[src/rtl/regfile_mux_rw.sv]
// Parametrised register file with two combinational read ports, one synchronous write port,
// an optional write-to-read bypass, an optional hardwired zero register and a dump engine.
module regfile_mux_rw #(
    parameter int unsigned WIDTH    = 32,
    parameter int unsigned NUM_REGS = 32,
    parameter int unsigned ADDR_W   = 5,
    parameter bit          ZERO_R0  = 1'b1,
    parameter bit          BYPASS   = 1'b1
) (
    input  logic              Clk,
    input  logic              Clrn,
    input  logic              We,
    input  logic [ADDR_W-1:0] Wa,
    input  logic [WIDTH-1:0]  Wdata,
    input  logic [ADDR_W-1:0] Ra,
    input  logic [ADDR_W-1:0] Rb,
    output logic [WIDTH-1:0]  Qa,
    output logic [WIDTH-1:0]  Qb,
    input  logic              Dump_start,
    output logic              Dump_busy,
    output logic              Dump_valid,
    input  logic              Dump_ready,
    output logic [ADDR_W-1:0] Dump_addr,
    output logic [WIDTH-1:0]  Dump_data,
    output logic              Dump_last
);

    typedef enum logic [1:0] {StIdle, StSend, StDone} dump_state_e;

    localparam logic [ADDR_W-1:0] LastIdx = ADDR_W'(NUM_REGS - 1);

    logic [WIDTH-1:0]  regs_q [NUM_REGS];
    logic [WIDTH-1:0]  regs_d [NUM_REGS];
    dump_state_e       state_q, state_d;
    logic [ADDR_W-1:0] idx_q, idx_d;
    logic              dump_valid;
    logic              dump_last;

    function automatic logic [WIDTH-1:0] port_val(input logic [ADDR_W-1:0] addr,
                                                  input logic [WIDTH-1:0]  stored,
                                                  input logic              we,
                                                  input logic [ADDR_W-1:0] wa,
                                                  input logic [WIDTH-1:0]  wdata);
        // The zero register wins over bypass.
        if (ZERO_R0 && addr == '0) return '0;
        if (BYPASS && we && addr == wa) return wdata;
        return stored;
    endfunction

    always_comb begin
        regs_d = regs_q;
        if (We && !(ZERO_R0 && Wa == '0)) begin
            regs_d[Wa] = Wdata;
        end
    end

    always_comb begin
        Qa = port_val(Ra, regs_q[Ra], We, Wa, Wdata);
        Qb = port_val(Rb, regs_q[Rb], We, Wa, Wdata);
    end

    always_comb begin
        state_d = state_q;
        idx_d   = idx_q;
        case (state_q)
            StIdle: begin
                if (Dump_start) begin
                    state_d = StSend;
                    idx_d   = '0;
                end
            end
            StSend: begin
                if (Dump_ready) begin
                    if (idx_q == LastIdx) begin
                        // Leave SEND before the index can wrap.
                        state_d = StDone;
                        idx_d   = '0;
                    end else begin
                        idx_d = idx_q + ADDR_W'(1);
                    end
                end
            end
            StDone:  state_d = StIdle;
            default: state_d = StIdle;
        endcase
    end

    always_comb begin
        dump_valid = (state_q == StSend);
        dump_last  = dump_valid && (idx_q == LastIdx);
        Dump_busy  = (state_q != StIdle);
        Dump_valid = dump_valid;
        Dump_last  = dump_last;
        Dump_addr  = idx_q;
        Dump_data  = '0;
        // Third read path, independent of the Qa/Qb muxes and without bypass.
        if (dump_valid && !(ZERO_R0 && idx_q == '0)) begin
            Dump_data = regs_q[idx_q];
        end
    end

    always_ff @(posedge Clk) begin
        if (!Clrn) begin
            regs_q  <= '{default: '0};
            state_q <= StIdle;
            idx_q   <= '0;
        end else begin
            regs_q  <= regs_d;
            state_q <= state_d;
            idx_q   <= idx_d;
        end
    end

endmodule

[config.mk]
export PLATFORM = sky130hd
export DESIGN_NAME = regfile_mux_rw
export DESIGN_NICKNAME = d
export VERILOG_FILES = /design/src/rtl/regfile_mux_rw.sv
export SDC_FILE = /design/constraint.sdc
export NUM_CORES = 2
export LEC_CHECK = 0
export ABC_AREA = 1
export CORE_UTILIZATION = 34
export CTS_BUF_LIST = sky130_fd_sc_hd__clkbuf_4 sky130_fd_sc_hd__clkbuf_8
export CTS_CLUSTER_SIZE = 20
export DETAILED_ROUTE_END_ITERATION = 12
export PLACE_DENSITY_LB_ADDON = 0.1
export SKIP_CTS_REPAIR_TIMING = 1
export SKIP_LAST_GASP = 1
export SLEW_MARGIN = 0
export SYNTH_ARGS = -nofsm -noshare
export SYNTH_HDL_FRONTEND = slang
export SYNTH_SLANG_ARGS = --single-unit
[constraint.sdc]
create_clock -name Clk -period 3.4 [get_ports Clk]
set_clock_uncertainty 0.05 [all_clocks]
set_input_delay 0.68 -clock Clk [delete_from_list [all_inputs] [get_ports Clk]]
set_output_delay 0.68 -clock Clk [all_outputs]
set_load 0.05 [all_outputs]
==> results.cfg <==
[synth]
yosysMostFrequentCell = nand2_1
ys_top_cells_by_count = nand2_1 (2147), o21ai_0 (1858), a21oi_1 (1325)
synth_flop_cell = dfxtp_1
synth_edf_count = 0
yosysTopAreaCell = dfxtp_1
yosys.area.top_type_share = 0.317
syn-instance-count = 10941
synth_area_sq_um = 65200
syn-num-nets = 10996
synthTopCellsByArea = dfxtp_1 (32%), o21ai_0 (14%), nand2_1 (12%), a21oi_1 (10%), nand3_1 (9.0%)
ys_ff_latch = 1031
yosysWarnings = 0
ys_async_sr_fraction = 0
synth.yosys.seq_area_share = 0.317
yosys.cell_types.count = 28
postSynthAreaPerCell_sq_um = 5.96

[layout]
fin_nets = 11048
fin_util = 0.433
fin_cells = 13688
area_delta_synth_final_pct = 26.5
drive_gt1_frac = 0.139
stdcell_area_sq_um = 82500

[floorplanning]
num_rows = 160
die_area_sq_um = 194000
die_h_um = 440
coreArea_sq_um = 190000
initial_core_util = 0.343
die_w_um = 440
io_pins = 156

[grt]
grt_pass1_vias = 71502
grt_pass1_wl_um = 532000
overflow = 0
grt_max_degree = 194
grtUsageTotal = 0.378
antenna_found_initial = 27

[sta]
finalCritPeriodShare = 1.16
rsz0062_at_grt = yes
slew_violations = 0
timing.hold.ws_ps = 256
setup_viol = 39
fmax_ghz = 0.254
slew_headroom = 0.359
tightestPinTransition_ps = 962
hold_viol_final = 0
period_needed_ps = 3940
setup_slack_ps = -538
tns_ps = -14310

[power]
p_per_area_nw_per_um2 = 436
leakage_nw = 34.0
finalPower_mw = 36.0
ir_drop_mv = 0.403

[clocking]
cts_num_sinks = 1031
insertion_delay_ps = 1020
ctsRootBufferMaster = clkbuf_8
cts_buffers = 201
clkSlewWorstSetupHoldPaths_ps = 60
clockBufferDepth = 3
cts_tree = built
cts_htree_levels = 4

[drt]
vias = 81708
finalWirelength_um = 403000
drtAntennaViolNets = 0
wl_per_cell_um = 29.5
vias_per_cell = 5.97
route.detailed.drc = 0
first_iter_violations = 12835
firstDrtPassIters = 6

[critical_path]
crit_top_cell = buf_16
worst-setup-path-type = flop to output port
cp.required_ps = 2670
worstPathCellList = buf_12 -> inv_8 -> buf_16 -> buf_16 -> buf_16 -> nor2_1 -> o21ai_1 -> nand2_1 -> nand3_1 -> o21ai_0 -> nor2_2 -> buf_12
cpLargestDelayFamily = buffers and inverters
cp_slowest_cell = dfxtp_4
endpoint_kind = output port
startpoint_type = flop
crit_fanout = 10
slowest_delay_ps = 360
crit_buf_inv = 6
cp.arrival_ps = 3210

[run]
maxCapViolCount = 0

[placement]
placed_cell_area_sq_um = 74700
portBuffers = 155
dp.cells = 13178
gp_congestion = 0.969
dp_hpwl_um = 239000
dpl_worst_slack_ps = -539

[outcome]
failed_checks = negative setup slack
status = finished with violations

[min_path]
min_path_type = primary input to flop
-- cell type report --
| type | count | area (sq um) |
|---|---|---|
| tap | 2511 | 3140 |
| clock inverter | 27 | 208 |
| timing repair inverter | 1 | 11.3 |
| clock buffer | 336 | 4220 |
| antenna | 24 | 60.1 |
| multi-input combinational | 8002 | 38200 |
| inverter | 862 | 3350 |
| timing repair buffer | 894 | 12600 |
| sequential | 1031 | 20700 |
| fill | 19996 | 108000 |
-- registers in the layout, summed over array words and instances, names as in the netlist --
signal     cells
Dump_addr      5
state_q        2
regs_q      1024
-- layer usage --
metal / GRT usage / up-vias / part of all wire
li1: - / 36618 / -
met1: 0.483 / 38270 / 0.39
met2: 0.566 / 5594 / 0.42
met3: 0.0742 / 1220 / 0.11
met4: 0.268 / 6 / 0.084
met5: 0 / - / 0.000097
-- logic make-up after synthesis --
group	Yosys count	share of synthesized area
AO/OA/AOI/OAI	3609	0.289
XOR/XNOR	2	0.000269
adder cells (fa/ha/maj)	3	0.000576
buffers and inverters	1908	0.115
flip-flops	1031	0.317
AND/OR/NAND/NOR	4388	0.279
-- worst register-to-register path: stages (launching register included) --
cell and delay (ps):
dfxtp_4 360, buf_12 150, clkbuf_16 170, buf_12 150
ha_4 170, inv_1 80, nor2_2 50, ha_2 160
nor2_1 200, o21ai_0 240, nor3_1 250
-- report_power, final --
group / total, mW / internal [mW] / switching, mW
clock network: 14.2 / 7.90 / 6.30
registers: 12.4 / 12.2 / 0.113
logic: 9.42 / 3.25 / 6.17
-- placed cells by master (no fill, tap or decap), types with 31 or more instances in the layout --
master           count
a21oi_1           1261
a21oi_2             51
buf_12             334
buf_16              37
buf_4              393
buf_6               32
clkbuf_16           41
clkbuf_4            65
clkbuf_8           271
clkdlybuf4s50_1     40
clkinv_2            31
dfxtp_1           1023
inv_1              804
inv_2               35
nand2_1           2125
nand3_1           1141
nor2_1             915
nor2_4              42
o211ai_1           287
o21ai_0           1799
o21ai_1            140
o22ai_1             34
or2_2               37
-- worst paths after layout --
kind | slack, ps | end | startpoint | depth (start not counted)
worst max register to register | 1300 | Dump_addr[2]$_SDFFE_PN0P_ | Dump_addr[0]$_SDFFE_PN0P_ | 10
worst min-delay path | 260 | state_q[1]$_SDFFE_PN0P_ | Dump_ready | 3
worst max-delay path | -540 | Dump_data[11] | Dump_addr[0]$_SDFFE_PN0P_ | 12
worst min register to register | 390 | regs_q[999]$_SDFFE_PN0P_ | regs_q[999]$_SDFFE_PN0P_ | 2
No activity file was read; power rests on OpenSTA's default activity.
